## src/rtl/rom_arbiter_pkg.sv

```systemverilog
// -----------------------------------------------------------------------------
// rom_arbiter_pkg
// Shared types and constants for the instruction/data memory arbiter.
//   MEM_ADDR_W / WORD_W : memory address and word widths (byte addresses).
//   ZERO_ADDR/ZERO_WORD : idle values for the memory buses.
//   arb_state_t         : ARB_BOOT (loader owns the memory) / ARB_RUN.
//   rr_last_t           : which of M0/M1 won the most recent RUN grant.
//   mem_wr_t            : bundled byte-masked write port.
// -----------------------------------------------------------------------------
package rom_arbiter_pkg;

    localparam int MEM_ADDR_W = 32;
    localparam int WORD_W     = 32;
    localparam int SEL_W      = WORD_W / 8;

    localparam logic [MEM_ADDR_W-1:0] ZERO_ADDR = '0;
    localparam logic [WORD_W-1:0]     ZERO_WORD = '0;
    localparam logic [SEL_W-1:0]      SEL_ALL   = '1;

    typedef enum logic {
        ARB_BOOT = 1'b0,
        ARB_RUN  = 1'b1
    } arb_state_t;

    typedef enum logic {
        LAST_M0 = 1'b0,
        LAST_M1 = 1'b1
    } rr_last_t;

    typedef struct packed {
        logic                  en;
        logic [MEM_ADDR_W-1:0] addr;
        logic [WORD_W-1:0]     data;
        logic [SEL_W-1:0]      sel;
    } mem_wr_t;

endpackage : rom_arbiter_pkg

```

## src/rtl/rom_arbiter_rr_pick2.sv

```systemverilog
// -----------------------------------------------------------------------------
// rr_pick2
// Two-way round-robin picker, purely combinational.
//   req[1:0] in  : request vector, bit 0 = M0, bit 1 = M1
//   last     in  : previous winner (LAST_M0 / LAST_M1)
//   gnt[1:0] out : one-hot grant, all-zero when nobody requests
// A sole requester always wins; on a tie the requester that did not win
// last time is chosen.
// -----------------------------------------------------------------------------
module rr_pick2
    import rom_arbiter_pkg::*;
(
    input  logic [1:0] req,
    input  rr_last_t   last,
    output logic [1:0] gnt
);

    always_comb begin
        // NOTE: default assigned first so every path drives gnt -- no latch.
        gnt = 2'b00;
        unique case (req)
            2'b01:   gnt = 2'b01;
            2'b10:   gnt = 2'b10;
            2'b11:   gnt = (last == LAST_M1) ? 2'b01 : 2'b10;
            default: gnt = 2'b00;
        endcase
    end

endmodule : rr_pick2

```

## src/rtl/rom_arbiter.sv

```systemverilog
// -----------------------------------------------------------------------------
// rom_arbiter
// Shares one memory (combinational read port, byte-masked write port) among
// three requesters:
//   M0 instruction fetch (read-only), M1 load/store unit (read/write),
//   M2 boot loader (write-only).
// While in BOOT only M2 is served; after boot_done_i the arbiter stays in RUN
// (until reset) and round-robins M0/M1.  Grants are combinational; read data
// is registered and returned with rvalid one cycle after the grant.
// Ports:
//   clk, rst_n                     clock / async active-low reset
//   boot_done_i                    loader finished, BOOT -> RUN
//   m0_*                           fetch request/grant/read return
//   m1_*                           LSU request/grant/read return
//   m2_*                           loader write request/grant
//   mem_*                          memory read address and write port
//   boot_o                         high while in BOOT
//   conflict_cnt_o                 saturating count of RUN cycles where
//                                  M0 and M1 both request
// -----------------------------------------------------------------------------
module rom_arbiter
    import rom_arbiter_pkg::*;
#(
    parameter int CNT_W = 16
) (
    input  logic                  clk,
    input  logic                  rst_n,
    input  logic                  boot_done_i,

    input  logic                  m0_req_i,
    input  logic [MEM_ADDR_W-1:0] m0_addr_i,
    output logic                  m0_gnt_o,
    output logic                  m0_rvalid_o,
    output logic [WORD_W-1:0]     m0_rdata_o,

    input  logic                  m1_req_i,
    input  logic                  m1_we_i,
    input  logic [MEM_ADDR_W-1:0] m1_addr_i,
    input  logic [WORD_W-1:0]     m1_wdata_i,
    input  logic [SEL_W-1:0]      m1_sel_i,
    output logic                  m1_gnt_o,
    output logic                  m1_rvalid_o,
    output logic [WORD_W-1:0]     m1_rdata_o,

    input  logic                  m2_req_i,
    input  logic [MEM_ADDR_W-1:0] m2_addr_i,
    input  logic [WORD_W-1:0]     m2_wdata_i,
    output logic                  m2_gnt_o,

    output logic [MEM_ADDR_W-1:0] mem_r_addr_o,
    output logic                  mem_w_en_o,
    output logic [MEM_ADDR_W-1:0] mem_w_addr_o,
    output logic [WORD_W-1:0]     mem_w_data_o,
    output logic [SEL_W-1:0]      mem_w_sel_o,
    input  logic [WORD_W-1:0]     mem_r_data_i,

    output logic                  boot_o,
    output logic [CNT_W-1:0]      conflict_cnt_o
);

    arb_state_t       state_q, state_d;
    rr_last_t         last_q;
    logic [1:0]       run_gnt;
    logic             m0_gnt, m1_gnt, m2_gnt;
    logic             m1_rd_gnt;
    logic             conflict;
    mem_wr_t          wr;
    logic [CNT_W-1:0] cnt_q;

    rr_pick2 u_pick (
        .req  ({m1_req_i, m0_req_i}),
        .last (last_q),
        .gnt  (run_gnt)
    );

    // Next state and grants.  Grants are forced low while rst_n is asserted
    // so an asynchronous reset drops them immediately, not at the next edge.
    always_comb begin
        state_d = state_q;
        m0_gnt  = 1'b0;
        m1_gnt  = 1'b0;
        m2_gnt  = 1'b0;
        unique case (state_q)
            ARB_BOOT: begin
                m2_gnt = m2_req_i;
                if (boot_done_i) begin
                    state_d = ARB_RUN;
                end
            end
            ARB_RUN: begin
                m0_gnt = run_gnt[0];
                m1_gnt = run_gnt[1];
            end
            default: state_d = ARB_BOOT;
        endcase
        if (!rst_n) begin
            m0_gnt = 1'b0;
            m1_gnt = 1'b0;
            m2_gnt = 1'b0;
        end
    end

    assign m1_rd_gnt = m1_gnt & ~m1_we_i;
    assign conflict  = (state_q == ARB_RUN) & m0_req_i & m1_req_i;

    // Memory port steering: at most one grant is active per cycle, so the
    // read address and the write port never have two drivers to choose from.
    always_comb begin
        mem_r_addr_o = ZERO_ADDR;
        wr           = '0;
        if (m0_gnt) begin
            mem_r_addr_o = m0_addr_i;
        end
        if (m1_rd_gnt) begin
            mem_r_addr_o = m1_addr_i;
        end
        if (m1_gnt && m1_we_i) begin
            wr = '{en: 1'b1, addr: m1_addr_i, data: m1_wdata_i, sel: m1_sel_i};
        end
        if (m2_gnt) begin
            wr = '{en: 1'b1, addr: m2_addr_i, data: m2_wdata_i, sel: SEL_ALL};
        end
    end

    assign mem_w_en_o   = wr.en;
    assign mem_w_addr_o = wr.addr;
    assign mem_w_data_o = wr.data;
    assign mem_w_sel_o  = wr.sel;

    // NOTE: state uses non-blocking assignments so every register samples
    // pre-edge values regardless of statement order.
    always_ff @(posedge clk or negedge rst_n) begin
        if (!rst_n) begin
            state_q     <= ARB_BOOT;
            last_q      <= LAST_M1;
            m0_rvalid_o <= 1'b0;
            m1_rvalid_o <= 1'b0;
            m0_rdata_o  <= ZERO_WORD;
            m1_rdata_o  <= ZERO_WORD;
            cnt_q       <= '0;
        end else begin
            state_q <= state_d;

            if (m0_gnt) begin
                last_q <= LAST_M0;
            end else if (m1_gnt) begin
                last_q <= LAST_M1;
            end

            m0_rvalid_o <= m0_gnt;
            m1_rvalid_o <= m1_rd_gnt;

            // Read data holds until the next granted read for that port.
            if (m0_gnt) begin
                m0_rdata_o <= mem_r_data_i;
            end
            if (m1_rd_gnt) begin
                m1_rdata_o <= mem_r_data_i;
            end

            if (conflict && !(&cnt_q)) begin
                cnt_q <= cnt_q + {{(CNT_W-1){1'b0}}, 1'b1};
            end
        end
    end

    assign m0_gnt_o       = m0_gnt;
    assign m1_gnt_o       = m1_gnt;
    assign m2_gnt_o       = m2_gnt;
    assign boot_o         = (state_q == ARB_BOOT);
    assign conflict_cnt_o = cnt_q;

endmodule : rom_arbiter

```

## config.mk

```make
export PLATFORM = sky130hd
export DESIGN_NAME = rom_arbiter
export DESIGN_NICKNAME = d
export VERILOG_FILES = /design/src/rtl/rom_arbiter_pkg.sv /design/src/rtl/rom_arbiter_rr_pick2.sv /design/src/rtl/rom_arbiter.sv
export SDC_FILE = /design/constraint.sdc
export NUM_CORES = 1
export LEC_CHECK = 0
export BUFFER_PORTS_ARGS = -buffer_cell sky130_fd_sc_hd__buf_4
export CAP_MARGIN = 40
export CORE_AREA = 3 3 152 154
export DETAILED_ROUTE_END_ITERATION = 12
export DIE_AREA = 0 0 155 157
export PLACE_DENSITY_LB_ADDON = 0.05
export SLEW_MARGIN = 20
export SYNTH_ARGS = -nofsm -noshare
export SYNTH_HDL_FRONTEND = slang
export SYNTH_SLANG_ARGS = --single-unit
```

## constraint.sdc

```tcl
create_clock -name clk -period 1.7 [get_ports clk]
set_input_delay 0.255 -clock clk [delete_from_list [all_inputs] [get_ports clk]]
set_output_delay 0.255 -clock clk [all_outputs]
set_load 0.01 [all_outputs]
```

==> metrics.txt <==
max_cap viols 0; 1st-iter DRT viols 260; syn nets 613; Post-synth ARST share 1.00; drt pass-1 iters 4; # DRC 0; PD cells 835 nW/um^2; final std cells w/o fill 1122; total routed wirelength 24600 microns; CP required 1.44 ns; RSZ-0062 raised after global routing true; final setup fails 103; vias in the first global route 5347; clock-pin slew on the worst setup and hold paths 0.06 ns; WL per Instance 21.9 microns; sequential area share after synthesis 0.485; CP peak stage delay 0.39 ns; critical path, cell by cell buf_4, inv_2, and3_4, clkbuf_16, a22o_1, buf_4; GRT Util Overall 0.180; layout cells sized above 1 0.591; failing checks negative setup slack; Worst setup SP type flop; DP Wirelength 19600 microns; Rows 54; Clock Skews 0.00865 ns; Final Hold Vio Count 0; Synth top cells by count nand2_1 (103), a22o_1 (96), dfrtp_1 (83), mux2_1 (17); post-synthesis instance area 4340 sq um; cell with the most instances after synthesis nand2_1; number of flops mapped to enable cells by yosys 0; slew margin rel. 0.675; Max Buffers Root-to-Sink 2; vias 4996; Area growth syn-to-layout 96.8%; worst-path fanout max 7; worst reg2reg path startpoint state_q$_DFF_PN0_; WS Path Type flop to output port; R2R cell count 6; syn_area_per_cell 10.6 sq um; peak supply drop 0.487 mV; R2R Setup Slk 0.06 ns; Port-buffer cells 389; clk sinks 84; yosys warns 0; dpl cells 1088; global-route wire length before repair 33300 microns; largest net degree at the start of global routing 52; Worst Setup EP mem_w_addr_o[16]; synth unique cells 34; reg-to-reg endpoint m1_rdata_o[9]$_DFFE_PN0P_; Root Buffer clkbuf_16; DIE AREA 24300 sq um; final layout net count 1041; initial core utilization 0.199; CP Buf/Inv Count 4; gpl congestion 0.954; Yosys top cell area share 0.479; core area 21800 sq um; Synth Instances 409; logic depth of the worst path, buffers included 6; Yosys reg bits 84; ys flop type dfrtp_1; IO Pins 390; Die H 157 microns; area leader, netlist dfrtp_1; GR Overflow Total 0; CTS Buf Count 9; Die X-Extent 155 microns; Vias/cell 4.45; final worst-path setup slack -0.317 ns; run status finished with violations; slowest CP cell dfrtp_1; Worst-Skew Late Latency 0.33 ns; Max Clock Freq 0.496 GHz; number of diodes 0; Final Critical Period 2.02 ns; CP arrival 1.76 ns; pin slew with the least headroom to its limit 0.487 ns; worst setup path startpoint state_q$_DFF_PN0_; H-tree depth 3; leak pwr 0.00453 uW; most numerous cell on the critical path buf_4; initial antenna violation count 0; # fillers 2226; Max Slew Vio Count 0; TNS Setup -26.83 ns; top cells by area, synth dfrtp_1 (48%), a22o_1 (19%), nand2_1 (8.9%); HP Class input port to asynchronous set/reset pin; Final ANT Viol Nets 0; CTS tree built; CP delay by family, top buffers and inverters; Final period util 1.19; CP Capture Type output port
==> stage by stage <==
stage               hold WS, ns  instance area (sq um)  power, uW   util  setup slack, ns
global route             0.0200                   8540       7560  0.391           -0.402
detailed placement        0.221                   7860       5170  0.360          -0.0914
CTS                     0.00557                   8270       7220  0.379           -0.313
finish                   0.0286                   8540       7130  0.391           -0.317
floorplan               -0.0406                   4340       3510      -         -0.00966
global placement          0.220                   7860       5140  0.360          -0.0594
==> routing by layer <==
layer | global-route usage | routed length [microns] | vias to the layer above
met3 | 0.0720 | 2460 | 17
met4 | 0.0299 | 287 | 0
met2 | 0.293 | 11800 | 239
met5 | 0 | 0 | -
li1 | - | - | 2335
met1 | 0.229 | 10000 | 2405
==> kinds of logic after synthesis <==
kind of cell    share of synthesized area
xor+xnor                           0.0303
compound gates                      0.206
buf+inv                            0.0444
flops                               0.485
mux                                0.0856
simple gates                        0.146
fa+ha+maj                         0.00288
==> flip-flops by register name (all words and copies together), names as in the netlist <==
name / flops
m1_rvalid_o: 1
m0_rvalid_o: 1
m0_rdata_o: 32
m1_rdata_o: 32
conflict_cnt_o: 16
last_q: 1
state_q: 1
==> cell usage in the layout (no fill, tap or decap), types with 2 or more instances in the layout <==
master	count
buf_6	23
clkbuf_16	14
mux2_1	17
and3_1	4
nor4_4	2
nor3_1	3
nand4_1	4
buf_4	407
nor2_1	4
inv_2	2
dlygate4sd3_1	2
nor3b_1	2
nand2_1	103
xor2_1	13
xnor2_1	2
mux2_2	16
a22o_1	95
a21o_1	4
buf_12	11
nand3_1	2
and3_4	2
nor3_2	2
or2_2	2
clkbuf_1	2
dfrtp_1	83
==> worst min-delay path by stage <==
| stage | from | end | slack (ns) | cells past startpoint |
|---|---|---|---|---|
| floorplan | rst_n | conflict_cnt_o[0]$_DFFE_PN0P_ | -0.04 | 0 |
| global placement | rst_n | m1_rvalid_o$_DFF_PN0_ | 0.22 | 2 |
| detailed placement | rst_n | m1_rvalid_o$_DFF_PN0_ | 0.22 | 2 |
| global route | rst_n | last_q$_DFFE_PN1P_ | 0.02 | 2 |
| finish | rst_n | last_q$_DFFE_PN1P_ | 0.03 | 2 |
| CTS | rst_n | last_q$_DFFE_PN1P_ | 0.006 | 2 |
==> power breakdown <==
group | internal (uW) | total, uW | switching [uW]
clock network | 1150 | 1970 | 827
logic | 1390 | 2490 | 1100
registers | 2420 | 2660 | 245
total | 4960 | 7130 | 2170
==> worst register-to-register path, cell delays in order, from the launching register on <==
cell and delay, ns:
dfrtp_1 0.36, nand3_2 0.08, a21oi_2 0.18, and2b_2 0.24
buf_12 0.16, buf_12 0.16, mux2_2 0.34
==> repair_timing <==
action / 4_1_cts / 5_1_grt
endpoints found under the hold margin: 32 / 0
gates resized for setup: 19 / 17
endpoints found under the setup margin: 103 / 191
gates cloned: 2 / 8
hold buffers: 2 / 0
pin swaps: 2 / 7
setup buffers: 2 / 4
==> final cells by class <==
type                       count  area (sq um)  area share
tap                          280           350      0.0410
clock inverter                 5          60.1     0.00703
timing repair buffer         449          3680       0.432
multi-input combinational    291          2100       0.246
sequential                    84          2100       0.246
inverter                       2          7.51    0.000879
clock buffer                  11           233      0.0273
Note: power is estimated with default switching activity, not from simulation.
